`config.mk`:
```
export PLATFORM = sky130hd
export DESIGN_NAME = fifo_axis_reader
export DESIGN_NICKNAME = d
export VERILOG_FILES = /design/src/rtl/eth_fifo_pkg.sv /design/src/rtl/axis_skid_buf.sv /design/src/rtl/fifo_axis_reader.sv
export SDC_FILE = /design/constraint.sdc
export NUM_CORES = 1
export LEC_CHECK = 0
export ABC_AREA = 1
export CORE_MARGIN = 2
export CORE_UTILIZATION = 30
export CTS_CLUSTER_SIZE = 12
export DETAILED_ROUTE_END_ITERATION = 10
export DONT_BUFFER_PORTS = 1
export PLACE_DENSITY_LB_ADDON = 0.08
export SYNTH_ARGS = -nofsm -noshare
export SYNTH_HDL_FRONTEND = slang
export SYNTH_HIERARCHICAL = 1
export SYNTH_SLANG_ARGS = --single-unit
```
`constraint.sdc`:
```
create_clock -name clk -period 2.1 [get_ports clk]
set_clock_uncertainty 0.15 [all_clocks]
set_input_delay 0 -clock clk [delete_from_list [all_inputs] [get_ports clk]]
set_output_delay 0 -clock clk [all_outputs]
set_load 0.05 [all_outputs]
```
`src/rtl/eth_fifo_pkg.sv`:
```
// rtl/eth_fifo_pkg.sv - shared frame FSM state type, frame counter width and read-credit helper
package eth_fifo_pkg;

   typedef enum logic {
      IDLE     = 1'b0,
      IN_FRAME = 1'b1
   } frame_state_t;

   localparam int FRAME_CNT_WIDTH = 16;

   // A read may issue only if every word already owned (buffered or in flight) still fits in 2 slots.
   function automatic logic has_room(input logic [1:0] cur_occ, input logic cur_infl,
                                     input logic cur_pop);
      logic [2:0] fill;
      fill = 3'(cur_occ) + 3'(cur_infl) - 3'(cur_pop);
      return fill < 3'd2;
   endfunction

endpackage

```
`src/rtl/axis_skid_buf.sv`:
```
// rtl/axis_skid_buf.sv - 2-entry output buffer with occupancy count and head-of-queue data
module axis_skid_buf #(
   parameter int DATA_WIDTH = 9
) (
   input  logic                  clk,
   input  logic                  reset_n,
   input  logic                  push,
   input  logic [DATA_WIDTH-1:0] push_data,
   input  logic                  pop,
   output logic [1:0]            occ,
   output logic [DATA_WIDTH-1:0] head_data
);

   logic [DATA_WIDTH-1:0] mem [2];
   logic                  wr_ptr;
   logic                  rd_ptr;
   logic                  pop_ok;
   logic                  push_ok;

   assign pop_ok  = pop && (occ != 2'd0);
   assign push_ok = push && ((occ != 2'd2) || pop_ok);

   always_ff @(posedge clk) begin
      if (!reset_n) begin
         mem[0] <= '0;
         mem[1] <= '0;
         wr_ptr <= 1'b0;
         rd_ptr <= 1'b0;
         occ    <= 2'd0;
      end else begin
         if (push_ok) begin
            mem[wr_ptr] <= push_data;
            wr_ptr      <= ~wr_ptr;
         end
         if (pop_ok) begin
            rd_ptr <= ~rd_ptr;
         end
         case ({push_ok, pop_ok})
            2'b10:   occ <= occ + 2'd1;
            2'b01:   occ <= occ - 2'd1;
            default: occ <= occ;
         endcase
      end
   end

   assign head_data = mem[rd_ptr];

endmodule

```
`src/rtl/fifo_axis_reader.sv`:
```
// rtl/fifo_axis_reader.sv - FIFO-to-stream reader with frame tracking and underrun pulse
// Optional frame_cnt output is enabled by defining FIFO_AXIS_FRAME_CNT_EN.
module fifo_axis_reader
   import eth_fifo_pkg::*;
#(
   parameter int DATA_WIDTH = 9
) (
   input  logic                       clk,
   input  logic                       reset_n,
   input  logic [DATA_WIDTH-1:0]      fifo_rd_data,
   input  logic                       fifo_empty,
   output logic                       fifo_rd_en,
   output logic [DATA_WIDTH-2:0]      m_axis_tdata,
   output logic                       m_axis_tlast,
   output logic                       m_axis_tvalid,
   input  logic                       m_axis_tready,
   output logic                       frame_active,
   output logic                       underrun
`ifdef FIFO_AXIS_FRAME_CNT_EN
   ,
   output logic [FRAME_CNT_WIDTH-1:0] frame_cnt
`endif
);

   logic                  infl;
   logic [1:0]            occ;
   logic [DATA_WIDTH-1:0] head;
   logic                  pop;
   frame_state_t          state;

   axis_skid_buf #(
      .DATA_WIDTH(DATA_WIDTH)
   ) u_buf (
      .clk       (clk),
      .reset_n   (reset_n),
      .push      (infl),
      .push_data (fifo_rd_data),
      .pop       (pop),
      .occ       (occ),
      .head_data (head)
   );

   // Outputs are forced low while reset is held, even before the first reset edge.
   assign m_axis_tvalid = reset_n && (occ != 2'd0);
   assign m_axis_tdata  = m_axis_tvalid ? head[DATA_WIDTH-2:0] : '0;
   assign m_axis_tlast  = m_axis_tvalid && head[DATA_WIDTH-1];
   assign pop           = m_axis_tvalid && m_axis_tready;
   assign fifo_rd_en    = reset_n && !fifo_empty && has_room(occ, infl, pop);
   assign underrun      = frame_active && !m_axis_tvalid;

   always_ff @(posedge clk) begin
      if (!reset_n) begin
         infl <= 1'b0;
      end else begin
         infl <= fifo_rd_en;
      end
   end

   always_ff @(posedge clk) begin
      if (!reset_n) begin
         state        <= IDLE;
         frame_active <= 1'b0;
      end else if (pop) begin
         if (m_axis_tlast) begin
            state        <= IDLE;
            frame_active <= 1'b0;
         end else begin
            state        <= IN_FRAME;
            frame_active <= 1'b1;
         end
      end
   end

`ifdef FIFO_AXIS_FRAME_CNT_EN
   always_ff @(posedge clk) begin
      if (!reset_n) begin
         frame_cnt <= '0;
      end else if (pop && m_axis_tlast) begin
         frame_cnt <= frame_cnt + FRAME_CNT_WIDTH'(1);
      end
   end
`endif

endmodule

```
==> results.md <==
* CP Cell Sequence: inv_4 -> nand2_4 -> nand3_4 -> inv_2 -> ha_4 -> inv_2 -> nand2_2 -> fa_1 -> nand2_2 -> nor3_4 -> buf_12
* CTS H-tree depth at 1
* CTS tree: built
* Worst hold path class: in -> reg
* Fillers at 429
* Period utilization at 106%
* Vias in the first global route at 1046
* Worst slew margin at 66.5%
* CTS Buf Count at 3
* Routed WL at 2730 µm
* Synthesized area at 0.00131 mm²
* Port Buffers at 0
* Max cap viols at 0
* Seq/Total Area, Yosys at 52.0%
* Avg WL per Cell at 11.3 µm
* Status: finished, violations left
* Final setup violation count at 2
* Crit path max fanout at 2
* Worst r2r path cells at 17
* HP Start: fifo_empty
* Setup ws final at -0.124 ns
* Die Wd at 70.1 µm
* Area grow syn2layout at 47.0%
* CP arrival at 2.07 ns
* Final net count at 206
* Pwr/cell area at 597 mW/mm²
* Skew-Pair Late Insertion Delay at 0.27 ns
* Die ar. at 0.00491 mm²
* Pleak at 0.889 nW
* Diode count at 0
* Layout cells sized above 1 at 39.7%
* Die Ht at 70.1 µm
* RSZ-0062 raised after global routing: yes
* Min-Delay Path Depth at 1
* Vias per cell at 4.31
* Post-synth ARST share at 0%
* Initial Util at 30.5%
* Count of different cell masters after synthesis at 23
* Prevailing post-synth register cell: edfxtp_1
* Final hold violations at 17
* Initial antenna violation count at 0
* Critical Path Max Stage Delay at 0.49 ns
* DRC marker count from the first detailed-route iteration at 53
* Post-route minimum period at 2.22 ns
* Synth Instances at 136
* Hold EP: infl$_SDFF_PN0_
* Crit-path slowest cell: fa_1
* FF+latch count, synth at 25
* Largest net degree at the start of global routing at 16
* Final Max Tran Viols at 0
* Vias post-DR at 1039
* Worst setup SP type: flip-flop
* Max Fclk at 0.450 GHz
* Max VDD drop at 0.230 mV
* First-pass GRT wire length at 4750 µm
* Final HPWL DP at 1840 µm
* Total gr overflow at 0
* Failing checks: negative hold slack, negative setup slack
* Yosys warnings at 6
* R2r setup slk at -0.09 ns
* DR DRC count at 0
* Worst-Margin Slew at 0.502 ns
* Number of enable flip-flop cells after synthesis at 18
* CP required at 1.95 ns
* Setup CP Type: reg -> out
* Mean Syn Cell Area at 9.63 µm²
* Clk buf depth at 2
* Clock sinks at 25
* Critical R2R Launch: u_buf/occ[1]$_SDFFE_PN0P_
* Root buf cell: clkbuf_8
* Clock Pin Slew Worst Setup and Hold Paths at 0.09 ns
* Hold Slack at -0.350 ns
* Setup WS pre-CTS at 0.0512 ns
* GP Congestion at 0.706
* Syn_nets at 152
* Post-route ant nets at 0
* I/O pins at 26
* GRT Resource Usage Total at 12.1%
* Post-cts hold buffer count at 20
* Number of placement rows at 24
* Total power at 0.00115 W
* Crit path capture type: primary output
* R2R Path End: frame_active$_SDFFE_PN0P_
* Placeable Area at 0.00429 mm²
* Router iterations before antenna repair at 4
-- metal layers --
metal	vias to the layer above	share of wire (%)	global-route usage (%)
met1	494	44	14.4
met5	-	0	0
met2	14	53	22.1
met3	2	2.9	2.02
met4	0	0.70	3.85
li1	529	-	-
-- cells in the mapped netlist, types with 2 or more instances --
cell      number  area (µm²)
nand4_1        2        12.5
nand2_1       14        52.6
nor3_1         2        10.0
nand2_2        2        12.5
nor2_1        30         113
dfxtp_1        7         140
edfxtp_1      18         541
inv_2          2        7.51
inv_1         28         105
ha_1           2        25.0
nor2_2         7        43.8
nand4_4        2        42.5
buf_2          2        10.0
mux2_2         9         101
-- flip-flops by register name, indices dropped and copies added, names as in the netlist, named ones only --
signal,count
u_buf/wr_ptr,1
infl,1
frame_active,1
u_buf/occ,2
u_buf/mem,18
u_buf/rd_ptr,1
-- layout by cell type, fill, tap and decap left out, types with 4 or more instances in the layout --
cell type	count
buf_4	30
dfxtp_1	5
dlygate4sd3_1	18
edfxtp_1	18
inv_1	22
inv_2	5
mux2_2	9
nand2_1	11
nand2_2	4
nor2_1	29
nor2_2	8
-- worst max-delay path by stage --
stage                                         start    endpoint  cells past startpoint
final                     u_buf/occ[1]$_SDFFE_PN0P_  fifo_rd_en                     11
after global routing      u_buf/occ[1]$_SDFFE_PN0P_  fifo_rd_en                     11
after CTS                 u_buf/occ[0]$_SDFFE_PN0P_  fifo_rd_en                     11
after detailed placement  u_buf/occ[0]$_SDFFE_PN0P_  fifo_rd_en                     11
after global placement    u_buf/occ[0]$_SDFFE_PN0P_  fifo_rd_en                     11
after floorplan           u_buf/occ[1]$_SDFFE_PN0P_  fifo_rd_en                     10
-- report_power, final --
group	total (W)	internal [W]	switching (W)
sequential	0.000583	0.000561	0.0000214
combinational	0.000273	0.000121	0.000153
clock	0.000294	0.000134	0.000159
-- critical path, delay by kind of cell, from the launching register on --
family | cells | cell delay, ns
fa+ha+maj | 2 | 0.68
flops | 1 | 0.37
buf+inv | 4 | 0.30
simple gates | 5 | 0.45
-- metrics by stage --
stage                     hold WS (ns)  area [µm²]  util [%]  instances  TNS (ns)
final                           -0.350        1930      44.8        241    -0.215
after global routing            -0.356        1930      44.8        241    -0.478
after CTS                       -0.353        1900      44.2        241    -0.192
after detailed placement       -0.0631        1540      35.9        203         0
after global placement         -0.0585        1540      35.9        203         0
after floorplan                -0.0872        1350         -        136   -0.0300
-- what timing repair did --
| action | CTS | global route |
|---|---|---|
| pin swaps | 6 | 1 |
| buffers inserted | 14 | 1 |
| cloned | 0 | 0 |
| resized for setup | 1 | 10 |
| setup endpoints to repair | 1 | 10 |
| endpoints found under the hold margin | 37 | 17 |
-- layout make-up --
type / count / area, µm² / area share, %
Sequential cell: 25 / 688 / 35.7
Tap cell: 52 / 65.1 / 3.38
Multi-Input combinational cell: 78 / 542 / 28.1
Inverter: 30 / 120 / 6.24
Timing Repair Buffer: 52 / 462 / 24.0
Clock buffer: 3 / 41.3 / 2.14
Clock inverter: 1 / 7.51 / 0.390
-- logic make-up after synthesis --
| group | Yosys count | synth area share, % |
|---|---|---|
| AOI/OAI and AO/OA | 2 | 0.763 |
| adders and majority gates | 3 | 3.44 |
| buffers and inverters | 33 | 10.2 |
| and+or+nand+nor | 63 | 25.2 |
| muxes | 9 | 7.74 |
| DFF | 25 | 52.0 |
| xor gates and xnor gates | 1 | 0.669 |
No activity file was read; power rests on OpenSTA's default activity.
